$ cat src/rtl/sig_drv_pkg.sv
// Shared types for the signal-processing host driver: FSM states, sample source
// encodings, LFSR taps and the sample-advance helper.
package sig_drv_pkg;

  typedef enum logic [2:0] {
    ST_IDLE,
    ST_ISSUE,
    ST_WAIT,
    ST_CAPTURE,
    ST_FINISH
  } drv_state_e;

  typedef enum logic {
    SRC_RAMP = 1'b0,
    SRC_LFSR = 1'b1
  } src_sel_e;

  localparam logic [15:0] LFSR_TAPS = 16'hB400;

  // Galois right-shift LFSR or wrapping ramp.
  function automatic logic [15:0] next_sample(input logic [15:0] s, input src_sel_e sel);
    if (sel == SRC_LFSR) begin
      return (s >> 1) ^ (s[0] ? LFSR_TAPS : 16'h0000);
    end
    return s + 16'd1;
  endfunction

endpackage

$ cat src/rtl/sig_drv_fifo.sv
// Show-ahead capture FIFO (DEPTH x WIDTH, DEPTH a power of 2) with full/empty/count.
// A push into a full FIFO is accepted when a pop happens in the same cycle.
module sig_drv_fifo
  import sig_drv_pkg::*;
#(
  parameter int unsigned DEPTH = 8,
  parameter int unsigned WIDTH = 16,
  localparam int unsigned AW = $clog2(DEPTH),
  localparam int unsigned CW = $clog2(DEPTH) + 1
) (
  input  logic             clk,
  input  logic             rst,
  input  logic             push_i,
  input  logic [WIDTH-1:0] wdata_i,
  input  logic             pop_i,
  output logic [WIDTH-1:0] rdata_o,
  output logic             full_o,
  output logic             empty_o,
  output logic [CW-1:0]    count_o
);

  logic [WIDTH-1:0] mem_q [DEPTH];
  logic [AW-1:0]    wr_ptr_q, rd_ptr_q;
  logic [CW-1:0]    count_q;
  logic             do_push, do_pop;

  assign full_o  = (count_q == CW'(DEPTH));
  assign empty_o = (count_q == '0);
  assign count_o = count_q;
  assign rdata_o = mem_q[rd_ptr_q];

  assign do_pop  = pop_i && !empty_o;
  assign do_push = push_i && (!full_o || do_pop);

  always_ff @(posedge clk) begin
    if (do_push) begin
      mem_q[wr_ptr_q] <= wdata_i;
    end
  end

  always_ff @(posedge clk or posedge rst) begin
    if (rst) begin
      wr_ptr_q <= '0;
      rd_ptr_q <= '0;
      count_q  <= '0;
    end else begin
      if (do_push) wr_ptr_q <= wr_ptr_q + AW'(1);
      if (do_pop)  rd_ptr_q <= rd_ptr_q + AW'(1);
      case ({do_push, do_pop})
        2'b10:   count_q <= count_q + CW'(1);
        2'b01:   count_q <= count_q - CW'(1);
        default: count_q <= count_q;
      endcase
    end
  end

endmodule

$ cat src/rtl/sig_proc_driver.sv
// Burst stimulus generator and result capture for the signal-processing host.
// Optional result checksum enabled by defining SIG_DRV_CHECKSUM_EN.
module sig_proc_driver
  import sig_drv_pkg::*;
#(
  parameter int unsigned NUM_SAMPLES    = 16,
  parameter int unsigned TIMEOUT_CYCLES = 64,
  parameter int unsigned CAP_DEPTH      = 8,
  parameter logic [15:0] SEED           = 16'hACE1
) (
  input  logic        clk,
  input  logic        rst,
  input  logic        start,
  input  logic        src_sel,
  input  logic [1:0]  cfg_mode,
  output logic [15:0] drv_signal,
  output logic        drv_enable,
  output logic [1:0]  drv_mode,
  input  logic        host_done,
  input  logic [15:0] host_result,
  output logic [15:0] cap_data,
  output logic        cap_valid,
  input  logic        cap_ready,
  output logic        busy,
  output logic        burst_done,
  output logic        timeout_err,
  output logic [7:0]  sample_count,
  output logic [15:0] chk_sum
);

  localparam int unsigned TW = $clog2(TIMEOUT_CYCLES);
  localparam int unsigned CW = $clog2(CAP_DEPTH) + 1;

  drv_state_e  state_q, state_d;
  logic [15:0] sample_q, sample_d;
  src_sel_e    src_q, src_d;
  logic [1:0]  mode_q, mode_d;
  logic [TW-1:0] tmo_q, tmo_d;
  logic [7:0]  scnt_q, scnt_d;
  logic        terr_q, terr_d;
  logic        drv_en;

  logic          fifo_push, fifo_pop, fifo_full, fifo_empty;
  logic [CW-1:0] fifo_count;

  assign fifo_pop  = !fifo_empty && cap_ready;
  // A pop in the same cycle frees the slot, so a full FIFO only stalls without one.
  assign fifo_push = (state_q == ST_CAPTURE) && (!fifo_full || fifo_pop);

  sig_drv_fifo #(
    .DEPTH (CAP_DEPTH),
    .WIDTH (16)
  ) u_fifo (
    .clk     (clk),
    .rst     (rst),
    .push_i  (fifo_push),
    .wdata_i (host_result),
    .pop_i   (fifo_pop),
    .rdata_o (cap_data),
    .full_o  (fifo_full),
    .empty_o (fifo_empty),
    .count_o (fifo_count)
  );

  always_comb begin
    state_d  = state_q;
    sample_d = sample_q;
    src_d    = src_q;
    mode_d   = mode_q;
    tmo_d    = tmo_q;
    scnt_d   = scnt_q;
    terr_d   = terr_q;
    drv_en   = 1'b0;
    unique case (state_q)
      ST_IDLE: begin
        if (start) begin
          src_d    = src_sel_e'(src_sel);
          mode_d   = cfg_mode;
          sample_d = SEED;
          scnt_d   = '0;
          terr_d   = 1'b0;
          state_d  = ST_ISSUE;
        end
      end
      ST_ISSUE: begin
        drv_en  = 1'b1;
        tmo_d   = '0;
        state_d = ST_WAIT;
      end
      ST_WAIT: begin
        drv_en = 1'b1;
        tmo_d  = tmo_q + TW'(1);
        if (host_done) begin
          state_d = ST_CAPTURE;
        end else if (tmo_q == TW'(TIMEOUT_CYCLES - 1)) begin
          terr_d  = 1'b1;
          state_d = ST_FINISH;
        end
      end
      ST_CAPTURE: begin
        if (fifo_push) begin
          drv_en   = 1'b1;
          scnt_d   = scnt_q + 8'd1;
          sample_d = next_sample(sample_q, src_q);
          state_d  = (scnt_q == 8'(NUM_SAMPLES - 1)) ? ST_FINISH : ST_ISSUE;
        end
      end
      ST_FINISH: begin
        state_d = ST_IDLE;
      end
      default: begin
        state_d = ST_IDLE;
      end
    endcase
  end

  always_ff @(posedge clk or posedge rst) begin
    if (rst) begin
      state_q  <= ST_IDLE;
      sample_q <= '0;
      src_q    <= SRC_RAMP;
      mode_q   <= '0;
      tmo_q    <= '0;
      scnt_q   <= '0;
      terr_q   <= 1'b0;
    end else begin
      state_q  <= state_d;
      sample_q <= sample_d;
      src_q    <= src_d;
      mode_q   <= mode_d;
      tmo_q    <= tmo_d;
      scnt_q   <= scnt_d;
      terr_q   <= terr_d;
    end
  end

`ifdef SIG_DRV_CHECKSUM_EN
  logic [15:0] chk_q, chk_d;

  always_comb begin
    chk_d = chk_q;
    if (state_q == ST_IDLE && start) begin
      chk_d = '0;
    end else if (fifo_push) begin
      chk_d = {chk_q[14:0], chk_q[15]} ^ host_result;
    end
  end

  always_ff @(posedge clk or posedge rst) begin
    if (rst) chk_q <= '0;
    else     chk_q <= chk_d;
  end

  assign chk_sum = chk_q;
`else
  assign chk_sum = '0;
`endif

  assign drv_signal   = sample_q;
  assign drv_enable   = drv_en;
  assign drv_mode     = mode_q;
  assign cap_valid    = !fifo_empty;
  assign busy         = (state_q != ST_IDLE);
  assign burst_done   = (state_q == ST_FINISH);
  assign timeout_err  = terr_q;
  assign sample_count = scnt_q;

  a_fifo_full_count: assert property (@(posedge clk) disable iff (rst)
    fifo_full == (fifo_count == CW'(CAP_DEPTH)));

endmodule

$ cat config.mk
export PLATFORM = sky130hd
export DESIGN_NAME = sig_proc_driver
export DESIGN_NICKNAME = d
export VERILOG_FILES = /design/src/rtl/sig_drv_pkg.sv /design/src/rtl/sig_drv_fifo.sv /design/src/rtl/sig_proc_driver.sv
export SDC_FILE = /design/constraint.sdc
export NUM_CORES = 1
export LEC_CHECK = 0
export BUFFER_PORTS_ARGS = -buffer_cell sky130_fd_sc_hd__clkbuf_2
export CAP_MARGIN = 20
export CORE_MARGIN = 10
export CORE_UTILIZATION = 60
export DETAILED_ROUTE_END_ITERATION = 7
export MAX_ROUTING_LAYER = met4
export PLACE_DENSITY = 0.8
export SLEW_MARGIN = 20
export SYNTH_ARGS = -nofsm -noshare
export SYNTH_HDL_FRONTEND = slang
export SYNTH_SLANG_ARGS = --single-unit
$ cat constraint.sdc
create_clock -name clk -period 8.7 [get_ports clk]
set_input_delay 0.87 -clock clk [delete_from_list [all_inputs] [get_ports clk]]
set_output_delay 0.87 -clock clk [all_outputs]
set_load 0.01 [all_outputs]
# Word level (Yosys, flattened, before mapping)
# Memory sizes are Yosys's and may differ from the RTL's.
# Index checks and enable logic that the tools add are counted.
# W data, S select, Z words.
totals:
  regBits: 47
  mem_bits_rw: 128
  input_bits: 24
  output_inout_bits: 63
  memories: 1
classes:
  add_sub_neg: 7
  eq_ne: 14
  muxes: 28
  n_bitwise: 1
  reduce_logical: 20
memory_table:
  columns: ["name", "words", "word_bits", "read_ports", "rd_clocked_by_memory_dff", "wr", "line_no", "source"]
  rows:
  - ["u_fifo.mem_q", 8, 16, 1, 0, 1, "sig_drv_fifo.sv:22", "logic [WIDTH-1:0] mem_q [DEPTH];"]
op_table:
  columns: ["op", "count"]
  rows:
  - ["$mux W16", 5]
  - ["$pmux W16 S2", 1]
  - ["$add A16 B1 Y16 const B", 1]
  - ["$mux W8", 2]
  - ["$pmux W8 S2", 1]
  - ["$xor A15 B16 Y16", 1]
  - ["$mux W3", 5]
  - ["$pmux W3 S4", 1]
  - ["$pmux W6 S2", 1]
  - ["$mux W1", 9]
  - ["$add A8 B1 Y8 const B", 1]
  - ["$eq A8 B4 Y1 const B", 1]
  - ["$pmux W4 S2", 1]
  - ["$reduce_bool A2 Y1", 4]
  - ["$add A3 B1 Y3 const B", 2]
  - ["$add A6 B1 Y6 const B", 1]
  - ["$eq A3 B2 Y1 const B", 2]
  - ["$eq A6 B6 Y1 const B", 1]
  - ["$ne A2 B2 Y1 const B", 3]
  - ["$reduce_and A3 Y1", 2]
  - ["$add A4 B1 Y4 const B", 1]
  - ["$eq A4 B4 Y1 const B", 1]
  - ["$logic_and A1 B1 Y1", 4]
  - ["$logic_not A4 Y1", 1]
  - ["other kinds (15)", 18]

# Depth between registers and ports, before layout
# Gate-level depths: netlist (run 1).
logic_depth:
  ltp_word: 10
  mapped_depth: 12
  mapped_depth_nobuf: 10

# Modules after synthesis
# A second synthesis (run 1) with hierarchy kept.
hier_totals:
  hier_cells: 517
  area_unflattened_um2: 7907.6
by_module_without_submodules:
  columns: ["mod", "instances", "cells_each", "area_per_inst_um2"]
  rows:
  - ["sig_drv_fifo", 1, 258, 5536.6]
  - ["sig_proc_driver", 1, 259, 2371.0]

# Worst setup path after synthesis (run 1)
# No wires, ideal clock.
synth_timing:
  kind: "in2reg"
  startpoint: "input cap_ready"
  endpoint: "memory u_fifo.mem_q[2][0] (enable)"
  t_arrival_ns: 3.174
  required_ns: 8.264
  setup_slack_ns: 5.090
  stages: 5
  n_path_buf: 1
  cell_sequence: "nor2b_1 a21oi_4 inv_2 buf_4 nor4b_1"
synth_between:
  elab_chain_len: 6
synth_rtl:
  columns: ["item", "line_no", "source"]
  rows:
  - ["from (decl)", "sig_proc_driver.sv:23", "input logic cap_ready,"]
  - ["$logic_and A1 B1 Y1 *", "sig_proc_driver.sv:46", "assign fifo_pop = !fifo_empty && cap_ready;"]
  - ["$logic_or A1 B1 Y1 / $logic_and A1 B1 Y1 (equally long branches)", "sig_proc_driver.sv:48, sig_drv_fifo.sv:32", null]
  - ["$logic_and A1 B1 Y1 / $logic_or A1 B1 Y1 (equally long branches)", "sig_proc_driver.sv:48, sig_drv_fifo.sv:33", null]
  - ["$logic_and A1 B1 Y1 *", "sig_drv_fifo.sv:33", "assign do_push = push_i && (!full_o || do_pop);"]
  - ["$mux W1 *", "sig_drv_fifo.sv:36", "if (do_push) begin"]
  - ["$mux W1 (not written as such) *", "sig_drv_fifo.sv:37", "mem_q[wr_ptr_q] <= wdata_i;"]
  - ["to (decl)", "sig_drv_fifo.sv:22", null]
# Mark *: on every way between the ends. The rest lies on a longest branch, timed or not.

# Worst setup path in the final report (run 1)
layout_timing:
  startpoint: "register state_q[0]"
  endpoint: "register u_fifo.count_q[2] (netlist: u_fifo.count_o[2])"
layout_between:
  elab_chain_len: 5
layout_rtl:
  columns: ["item", "line_no", "source"]
  rows:
  - ["from (decl)", "sig_proc_driver.sv:34", "drv_state_e state_q, state_d;"]
  - ["from (signal assigned)", "sig_proc_driver.sv:127", "state_q <= state_d;"]
  - ["$eq A3 B2 Y1 *", "sig_proc_driver.sv:48", "assign fifo_push = (state_q == ST_CAPTURE) && (!fifo_full || fifo_pop);"]
  - ["$logic_and A1 B1 Y1 *", "sig_proc_driver.sv:48", null]
  - ["$logic_and A1 B1 Y1 *", "sig_drv_fifo.sv:33", null]
  - ["$eq A2 B1 Y1 / $eq A2 B2 Y1 (equally long branches)", "sig_drv_fifo.sv:49", "case ({do_push, do_pop})"]
  - ["$pmux W4 S2 / $reduce_bool A2 Y1 (equally long branches)", null, null]
  - ["to (signal assigned)", "sig_drv_fifo.sv:50", "2'b10: count_q <= count_q + CW'(1);"]
  - ["to (signal assigned)", "sig_drv_fifo.sv:51", "2'b01: count_q <= count_q - CW'(1);"]
  - ["to (signal assigned)", "sig_drv_fifo.sv:52", "default: count_q <= count_q;"]
  - ["to (decl)", "sig_drv_fifo.sv:24", "logic [CW-1:0] count_q;"]
# Marks and branches as above.
# A chain may end at the register's enable or synchronous reset.

==> metrics.yaml, run 1 <==
run_status: "finished, final reports clean"
crit_path_frequent_cell: "sky130_fd_sc_hd__xor2_1"
final_max_slew_viol_count: 0
synth_cells: 507
cts.sink_count: 175
post_synth_cell_types: 61
power.density_cell_area_mw_per_mm2: 322.2
crit_path_cell_trace: "nand3b_4 -> a21oi_4 -> inv_2 -> ha_1 -> xor2_1 -> ha_1 -> a21oi_1 -> xor2_1 -> nor2_1 -> xor2_1"
die-width_um: 133.6
layout_commonest_cell: "sky130_fd_sc_hd__edfxtp_1"
dr.first_iter.drc_count: 373
crit_path_start_kind: "register"
syn-mean-instance-area_sq_um: 15.27
compound_gate_portion_of_the_synthesized_area_pct: 8.337
drt_pre_antenna_iters: 5
post_synth_instance_area_sq_mm: 0.007744
crit_arrival_ns: 3.61
mostFrequentLayoutCells: "sky130_fd_sc_hd__edfxtp_1, sky130_fd_sc_hd__clkbuf_2, sky130_fd_sc_hd__dfrtp_1"
hold_buffers_post_cts: 0
globalRouteTotalUtil_pct: 18.78
final_layout_size_suffix_gt1_share_pct: 29.86
layout_worst_path_cycle_share_pct: 38.06
die-height_um: 133.6
main_combinational_cell_family_by_area_after_synthesis: "multiplexers"
die-area_sq_mm: 0.01785
ys_ff_latch: 175
cts_inserted_buffers: 17
total_power_mw: 2.828
avgRoutedWirePerCell_um: 21.13
antenna-diode-count: 0
cts.clk_slew.worst_paths_ns: 0.06
clock-root-buffer: "sky130_fd_sc_hd__clkbuf_16"
regToRegSetupSlack_ns: 5.39
drv.max_cap_violation_count: 0
post_cts.resized_instances: 0
final.setup_skew_ns: 0.006008
fin_nets: 607
drt-total-wl_um: 16020
p_leak_nw: 3.212
timing.critical_path.to_type: "register"
num_vias: 4652
core.rowCount: 41
clock_insertion_delay_worst_skew_ns: 0.42
synthesis.yosys.warnings: 0
min_path_type: "register to register"
start_util_pct: 61.36
synth-adder-area-share_pct: 1.293
gr-total-overflow: 0
first_global_vias: 4856
setup_viol: 0
path_max_fanout: 38
detail_route.drc_violations: 0
critical_path.slowest_cell: "sky130_fd_sc_hd__dfrtp_1"
syn_to_final_growth_pct: 13.36
peak_supply_drop_v: 0.0001722
global_route_wire_length_before_repair_um: 25560
post_cts_setup_buffers: 0
tightestPinTransition_ns: 0.9919
synth.yosys.seq_area_share_pct: 64.82
route.antenna.remaining_nets: 0
maxSlewHeadroom_pct: 33.78
antenna_found_initial: 0
rsz_0062_raised_after_global_routing: "false"
layout.filler_cells: 860
synth-edff-count: 128
place.port_buffers: 70
hold_viol: 0
cp.required_ns: 9.00
fp.coreArea_sq_mm: 0.01262
postSynth.topFlopCell: "sky130_fd_sc_hd__edfxtp_1"
place.gp.congestion: 0.8945
total_negative_slack_ns: 0
timing.setup.critical_path_class: "register to register"
cts.path.max_buffers: 2
synth-xor-area-share_pct: 1.470
clock_tree.htree_level_count: 4
synth_simple_gate_area_share_pct: 7.950
floorplan.io_pins: 87
via_per_inst: 6.137
grt_start_max_net_pins: 48
async_reset_ff_share_pct: 26.86
final.min_clock_period_ns: 3.311
dpl_cell_area_sq_mm: 0.008228
timing.fmax_ghz: 0.3020
place_hpwl_um: 9793
multiplexer_share_of_the_synthesized_area_pct: 12.18
final_design_area_no_fill_sq_mm: 0.008778
cts_tree: "yes"
cpPeakStageDelay_ns: 0.70
==> cell families after synthesis <==
| group | after synthesis |
|---|---|
| mux | 52 |
| fa+ha+maj | 8 |
| other cells | 1 |
| flops | 175 |
| simple gates | 109 |
| compound gates | 92 |
| buf+inv | 57 |
| xor+xnor | 13 |
==> worst max-delay path: cells and delay by family, from the launching register on <==
kind / cells / cell delay (ns)
AND/OR/NAND/NOR: 2 / 0.26
XOR/XNOR: 3 / 0.52
buffers and inverters: 1 / 0.46
AO/OA/AOI/OAI: 2 / 0.67
flip-flops: 1 / 0.70
adder cells (fa/ha/maj): 2 / 0.59
==> through the flow <==
step / instances / setup WS (ns) / hold slack [ns] / utilization, %
5_1_grt: 758 / 5.092 / 0.5122 / 69.56
3_5_place_dp: 728 / 5.209 / 0.4691 / 65.20
3_3_place_gp: 728 / 5.360 / 0.4627 / 65.18
4_1_cts: 758 / 5.384 / 0.4887 / 69.56
2_1_floorplan: 522 / 5.090 / 0.4681 / -
6_report: 758 / 5.389 / 0.4927 / 69.56
==> routing by layer <==
metal	global-route usage (%)	wire, um	share of wire, %
met5	-	0	0
met4	6.288	255	1.6
met3	4.850	768	4.8
met2	29.98	8265	52
met1	22.96	6729	42
==> registers in the layout, summed over array words and instances, names as in the netlist <==
signal and cells:
u_fifo.mem_q 128, drv_signal 16, sample_count 8, tmo_q 6, u_fifo.count_o 4, state_q 3, u_fifo.rd_ptr_q 3, u_fifo.wr_ptr_q 3
drv_mode 2, src_q 1, timeout_err 1
==> layout make-up <==
class	instances	area, sq um	share of cell area (%)
clock buffer	18	429.2	4.889
clock inverter	12	121.4	1.383
inverter	12	45.04	0.5131
multi-input combinational	290	2526	28.78
sequential	175	5024	57.23
tap	172	215.2	2.452
timing repair buffer	79	417.9	4.761
==> cell usage after synthesis, types with 2 or more instances <==
cell type,number,area [sq um]
sky130_fd_sc_hd__nor3_1,10,50.05
sky130_fd_sc_hd__nor3b_1,3,22.52
sky130_fd_sc_hd__nand3_1,11,55.05
sky130_fd_sc_hd__a211oi_1,4,30.03
sky130_fd_sc_hd__ha_1,8,100.1
sky130_fd_sc_hd__and2_1,5,31.28
sky130_fd_sc_hd__o22ai_1,10,62.56
sky130_fd_sc_hd__buf_4,20,150.1
sky130_fd_sc_hd__edfxtp_1,128,3844
sky130_fd_sc_hd__nand2b_1,2,12.51
sky130_fd_sc_hd__buf_2,9,45.04
sky130_fd_sc_hd__o21a_1,2,15.01
sky130_fd_sc_hd__mux2i_1,2,20.02
sky130_fd_sc_hd__nand4_2,2,25.02
sky130_fd_sc_hd__nand2_1,29,108.9
sky130_fd_sc_hd__o211ai_1,6,45.04
sky130_fd_sc_hd__xor2_1,7,61.31
sky130_fd_sc_hd__clkbuf_1,14,52.55
sky130_fd_sc_hd__nor2b_1,2,12.51
sky130_fd_sc_hd__a31oi_1,2,12.51
sky130_fd_sc_hd__a21oi_1,14,70.07
sky130_fd_sc_hd__mux2_2,18,202.7
sky130_fd_sc_hd__or2_2,2,12.51
sky130_fd_sc_hd__o22a_1,2,17.52
sky130_fd_sc_hd__nor2_1,15,56.30
sky130_fd_sc_hd__o2bb2ai_1,6,52.55
sky130_fd_sc_hd__inv_1,10,37.54
sky130_fd_sc_hd__o31ai_1,4,30.03
sky130_fd_sc_hd__mux4_2,32,720.7
sky130_fd_sc_hd__and3_1,4,25.02
sky130_fd_sc_hd__nor4b_1,5,43.79
sky130_fd_sc_hd__or4_1,3,22.52
sky130_fd_sc_hd__nor4_1,8,50.05
sky130_fd_sc_hd__xnor2_1,6,52.55
sky130_fd_sc_hd__a22o_1,5,43.79
sky130_fd_sc_hd__o21ai_0,15,75.07
sky130_fd_sc_hd__dfrtp_1,47,1176
sky130_fd_sc_hd__a22oi_1,10,75.07
sky130_fd_sc_hd__a2bb2oi_1,3,26.28
==> where the power goes <==
group / internal, mW / switching, mW
clock: 0.417 / 0.297
combinational: 0.439 / 0.432
sequential: 1.02 / 0.228
total: 1.87 / 0.957
==> final timing paths <==
check                            start                 end  cells after the start
setup / recovery            state_q[0]   u_fifo.count_o[2]                     10
hold / removal             drv_mode[1]         drv_mode[1]                      2
setup reg to reg            state_q[0]   u_fifo.count_o[2]                     10
hold reg to reg            drv_mode[1]         drv_mode[1]                      2
max in group asynchronous          rst  u_fifo.rd_ptr_q[0]                      2
min in group asynchronous          rst            tmo_q[1]                      2
Note: power is estimated with default switching activity, not from simulation.
==> run 2: changes to the inputs <==
Settings changed: CORE_UTILIZATION 60 to 53, PLACE_DENSITY 0.8 to 0.75.
Clock period 8.7 ns to 2.7 ns, I/O delays scaled along.
==> metrics.yaml, run 2 (synthesis results as in run 1) <==
run_status: "finished, final reports clean"
share_clk_of_total_power_pct: 26.0
final.setup.worst_slack_ns: 0.2802
floorplan.io_pins: 87
clock_tree.htree_level_count: 4
cts_inserted_buffers: 17
final_layout_size_suffix_gt1_share_pct: 31.83
fin_hold_ws_ns: 0.02033
final_util_pct: 62.04
global_route_wire_length_before_repair_um: 26350
place.gp.congestion: 0.8603
final.min_clock_period_ns: 2.420
timing.critical_path.to_type: "register"
p_leak_nw: 3.292
crit_path_frequent_cell: "sky130_fd_sc_hd__xor2_1"
fin_nets: 619
tightestPinTransition_ns: 0.8734
cts_tree: "yes"
layout_worst_path_cycle_share_pct: 89.62
critical_path.slowest_cell: "sky130_fd_sc_hd__nor2b_1"
gr-total-overflow: 0
min_path_type: "input port to async pin"
avgRoutedWirePerCell_um: 20.72
via_per_inst: 5.978
start_util_pct: 53.69
fp.coreArea_sq_mm: 0.01442
final.setup_skew_ns: 0.01228
drv.max_cap_violation_count: 0
cts.path.max_buffers: 2
power.switching_mw: 3.211
largest_reg_flops: 128
pre_cts_worst_setup_slack_ns: 0.2342
layout.filler_cells: 1084
path_max_fanout: 11
cts.sink_count: 175
hold_viol: 0
crit_path_start_kind: "register"
place.port_buffers: 70
route.antenna.remaining_nets: 0
cpPeakStageDelay_ns: 0.41
power.switching_fraction_pct: 34.21
crit_path_cell_trace: "nor2b_1 -> a21oi_4 -> inv_2 -> ha_1 -> xor2_1 -> ha_1 -> a21oi_1 -> xor2_1 -> nor2_1 -> xor2_1"
drt_pre_antenna_iters: 5
crit_arrival_ns: 2.72
timing.setup.critical_path_class: "register to register"
globalRouteTotalUtil_pct: 17.06
register_area_sq_mm: 0.005021
num_vias: 4693
maxSlewHeadroom_pct: 41.69
drt-total-wl_um: 16270
dr.first_iter.drc_count: 385
rsz_0062_raised_after_global_routing: "false"
power.density_cell_area_mw_per_mm2: 1049
layout_commonest_cell: "sky130_fd_sc_hd__edfxtp_1"
cts.clk_slew.worst_paths_ns: 0.07
clock_insertion_delay_worst_skew_ns: 0.43
p_int_mw: 6.176
share_comb_of_total_power_pct: 33.8
final_max_slew_viol_count: 0
clock-root-buffer: "sky130_fd_sc_hd__clkbuf_16"
post_cts.resized_instances: 0
total_negative_slack_ns: 0
die-area_sq_mm: 0.01985
first_global_vias: 4972
detail_route.drc_violations: 0
mostFrequentLayoutCells: "sky130_fd_sc_hd__edfxtp_1, sky130_fd_sc_hd__clkbuf_2, sky130_fd_sc_hd__dfrtp_1"
cp.required_ns: 3.00
die-width_um: 140.9
antenna_found_initial: 1
place_hpwl_um: 10270
regMostFlops: "u_fifo.mem_q"
seq_power_share_pct: 40.3
syn_to_final_growth_pct: 15.56
core.rowCount: 44
grt_start_max_net_pins: 39
setup_viol: 0
timing.fmax_ghz: 0.4133
post_cts_setup_buffers: 0
peak_supply_drop_v: 0.0005559
hold_buffers_post_cts: 0
die-height_um: 140.9
multi_input_comb_area_sq_mm: 0.002532
## run 2: cell count changes in the layout (fill, tap and decap cells not counted), moves of 2 or more
cell	delta
sky130_fd_sc_hd__buf_4	+10
sky130_fd_sc_hd__clkinv_1	-2
sky130_fd_sc_hd__inv_6	+2
sky130_fd_sc_hd__inv_8	+2
sky130_fd_sc_hd__clkinvlp_4	+2
sky130_fd_sc_hd__buf_12	+2
## run 2: final cells by class
class | instances | share of cell area [%]
Inverter | 12 | 0.5034
Antenna cell | 1 | 0.02796
Clock inverter | 14 | 1.734
Clock buffer | 18 | 4.796
Timing Repair Buffer | 91 | 5.956
Sequential cell | 175 | 56.11
Tap cell | 184 | 2.573
Multi-Input combinational cell | 290 | 28.30
## run 2: metal layers
layer / routed length (um) / global-route usage (%)
met1: 6969 / 21.07
met2: 8252 / 27.04
met3: 877 / 4.568
met4: 169 / 5.217
met5: 0 / -
## run 2: through the flow
stage                     total power, mW  std cells  cell area, sq um
after detailed placement            7.009        752              8356
final                               9.388        785              8949
after global placement              6.882        752              8356
after floorplan                     5.993        522              7800
after global routing                9.934        785              8949
after CTS                           9.450        784              8940
## run 2: power groups by stage
stage / registers [mW] / clock network, mW / logic (mW)
final: 3.78 / 2.44 / 3.17
after global routing: 3.83 / 2.59 / 3.51
after CTS: 3.76 / 2.47 / 3.22
after detailed placement: 3.81 / 0 / 3.20
after global placement: 3.77 / 0 / 3.11
after floorplan: 3.61 / 0 / 2.38
## run 2: final timing paths
kind / endpoint / depth (start not counted) / start / slack (ns)
max: u_fifo.count_o[2] / 10 / u_fifo.count_o[3] / 0.28
min: tmo_q[5] / 2 / rst / 0.02
max reg2reg: u_fifo.count_o[2] / 10 / u_fifo.count_o[3] / 0.28
min reg2reg: drv_mode[0] / 2 / drv_mode[0] / 0.50
max in group asynchronous: sample_count[0] / 3 / rst / 2.06
min in group clk: drv_mode[0] / 3 / cfg_mode[0] / 0.04
## run 2: critical path: cells and delay by family, from the launching register on
kind,cells,cell delay (ns)
compound gates,2,0.27
fa+ha+maj,2,0.50
flops,1,0.40
buf+inv,1,0.22
xor+xnor,3,0.43
simple gates,2,0.48
==> run 3: changes to the inputs <==
Settings changed: CORE_UTILIZATION 53 to 58, PLACE_DENSITY 0.75 to 0.78.
Clock period 2.7 ns to 2.4 ns, I/O delays scaled along.
==> metrics.yaml, run 3 (synthesis results as in run 1) <==
clock_insertion_delay_worst_skew_ns: 0.43
drt-total-wl_um: 16730
setup_viol: 0
run_status: "finished, final reports clean"
register_area_sq_mm: 0.005021
critical-path-top-delay-family: "multiplexers"
p_int_mw: 6.894
final_layout_size_suffix_gt1_share_pct: 32.01
rsz_0062_raised_after_global_routing: "false"
core.rowCount: 42
cpPeakStageDelay_ns: 0.54
crit_arrival_ns: 2.04
place.gp.congestion: 0.8896
timing.fmax_ghz: 0.4387
final_util_pct: 68.45
endpoint: "cap_data[12]"
cts_tree: "yes"
clock-root-buffer: "sky130_fd_sc_hd__clkbuf_16"
avgRoutedWirePerCell_um: 21.36
timing.rr.start: "u_fifo.count_o[2]"
post_cts_setup_buffers: 0
cts.sink_count: 175
regToRegSetupSlack_ns: 0.19
largest_reg_flops: 128
num_vias: 4795
grt_start_max_net_pins: 48
globalRouteTotalUtil_pct: 19.23
final.setup.worst_slack_ns: 0.1205
power.switching_mw: 3.625
seq_power_share_pct: 39.5
mostFrequentLayoutCells: "sky130_fd_sc_hd__edfxtp_1, sky130_fd_sc_hd__clkbuf_2, sky130_fd_sc_hd__dfrtp_1"
place.port_buffers: 70
cp.required_ns: 2.16
die-height_um: 135.5
syn_to_final_growth_pct: 16.13
path_max_fanout: 11
cp_num_buf_inv: 2
fp.coreArea_sq_mm: 0.01314
multi_input_comb_area_sq_mm: 0.002564
maxSlewHeadroom_pct: 55.41
detail_route.drc_violations: 0
fin_nets: 626
first_global_vias: 5042
regMostFlops: "u_fifo.mem_q"
drt_pre_antenna_iters: 7
global_route_wire_length_before_repair_um: 26740
crit_path_start_kind: "register"
clock_tree.htree_level_count: 4
floorplan.io_pins: 87
timing.rr.end: "u_fifo.count_o[2]"
share_comb_of_total_power_pct: 36.2
power.switching_fraction_pct: 34.46
layout_commonest_cell: "sky130_fd_sc_hd__edfxtp_1"
tightestPinTransition_ns: 0.6648
layout.filler_cells: 889
p_leak_nw: 3.307
min_path_type: "input port to register"
die-area_sq_mm: 0.01837
critical_path.slowest_cell: "sky130_fd_sc_hd__mux4_2"
via_per_inst: 6.124
layout_worst_path_cycle_share_pct: 94.98
cts_inserted_buffers: 17
timing.setup.critical_path_class: "register to output port"
start_util_pct: 58.94
total_power_mw: 10.52
total_negative_slack_ns: 0
pre_cts_worst_setup_slack_ns: 0.1420
cp.depth: 4
share_clk_of_total_power_pct: 24.4
dr.first_iter.drc_count: 349
route.antenna.remaining_nets: 0
drv.max_cap_violation_count: 0
power.density_cell_area_mw_per_mm2: 1170
final.min_clock_period_ns: 2.279
timing.critical_path.from: "u_fifo.rd_ptr_q[0]"
final_max_slew_viol_count: 0
place_hpwl_um: 10360
gr-total-overflow: 0
final.setup_skew_ns: 0.006021
worst-r2r-cell-count: 8
cts.clk_slew.worst_paths_ns: 0.06
peak_supply_drop_v: 0.0006017
timing.critical_path.to_type: "output port"
hold_viol: 0
cts.path.max_buffers: 2
antenna_found_initial: 1
die-width_um: 135.5
crit_path_cell_trace: "buf_4 -> mux4_2 -> mux2_2 -> clkbuf_2"
==> run 3: cell types whose count changed in the layout (fill, tap and decap cells not counted), moves of 2 or more <==
cell,change
sky130_fd_sc_hd__inv_8,-2
sky130_fd_sc_hd__nor4b_4,+4
sky130_fd_sc_hd__clkinvlp_4,+4
sky130_fd_sc_hd__buf_4,+4
sky130_fd_sc_hd__nor4b_2,-4
sky130_fd_sc_hd__clkinv_2,-2
sky130_fd_sc_hd__dlygate4sd3_1,+3
==> run 3: per-layer routing <==
| layer | GRT usage, % | part of all wire [%] |
|---|---|---|
| met4 | 6.639 | 1.2 |
| met1 | 23.32 | 41 |
| met2 | 31.02 | 52 |
| met5 | - | 0 |
| met3 | 4.636 | 5.9 |
==> run 3: timing repair <==
action                                  4_1_cts  5_1_grt
resized for setup                             0        1
hold buffers                                  3        0
endpoints found under the setup margin        0        1
hold endpoints to repair                     49        0
==> run 3: final cells by class <==
class                   count  area share [%]
diodes                      1         0.02783
well taps                 176           2.449
multi-input cells         290           28.51
clock buffers              18           4.773
repair buffers             98           6.595
clock inverters            13           1.308
inverters                  12          0.5009
flip-flops and latches    175           55.84
==> run 3: worst reg2reg max path, cell delays in order, from the launching register on <==
cell                      delay (ns)
sky130_fd_sc_hd__dfrtp_1        0.44
sky130_fd_sc_hd__o41a_1         0.52
sky130_fd_sc_hd__ha_2           0.26
sky130_fd_sc_hd__xor2_1         0.17
sky130_fd_sc_hd__ha_1           0.18
sky130_fd_sc_hd__a21oi_1        0.15
sky130_fd_sc_hd__xor2_1         0.16
sky130_fd_sc_hd__nor2_1         0.07
sky130_fd_sc_hd__xor2_1         0.14
==> run 3: how the worst min path moves through the flow <==
stage | cells after the start | start | slack [ns] | endpoint
3_3_place_gp | 3 | rst | 0.43 | u_fifo.rd_ptr_q[2]
6_report | 3 | src_sel | 0.06 | src_q
3_5_place_dp | 3 | rst | 0.42 | u_fifo.count_o[2]
5_1_grt | 3 | src_sel | 0.08 | src_q
4_1_cts | 3 | src_sel | 0.05 | src_q
2_1_floorplan | 0 | host_result[0] | 0.34 | u_fifo.mem_q[0][0]
==> run 3: power by group through the flow <==
stage	Combinational [mW]	Sequential (mW)	Clock (mW)
after floorplan	2.74	4.08	0
after global routing	4.19	4.21	2.71
after detailed placement	3.82	4.20	0
final	3.80	4.15	2.56
after global placement	3.70	4.16	0
after CTS	3.88	4.15	2.60
==> run 3: stage by stage <==
step	std cells	instance area, sq um	hold slack, ns
4_1_cts	782	8987	0.04549
5_1_grt	783	8992	0.07707
2_1_floorplan	522	7860	0.3389
3_3_place_gp	748	8411	0.4267
3_5_place_dp	748	8411	0.4183
6_report	783	8992	0.05600
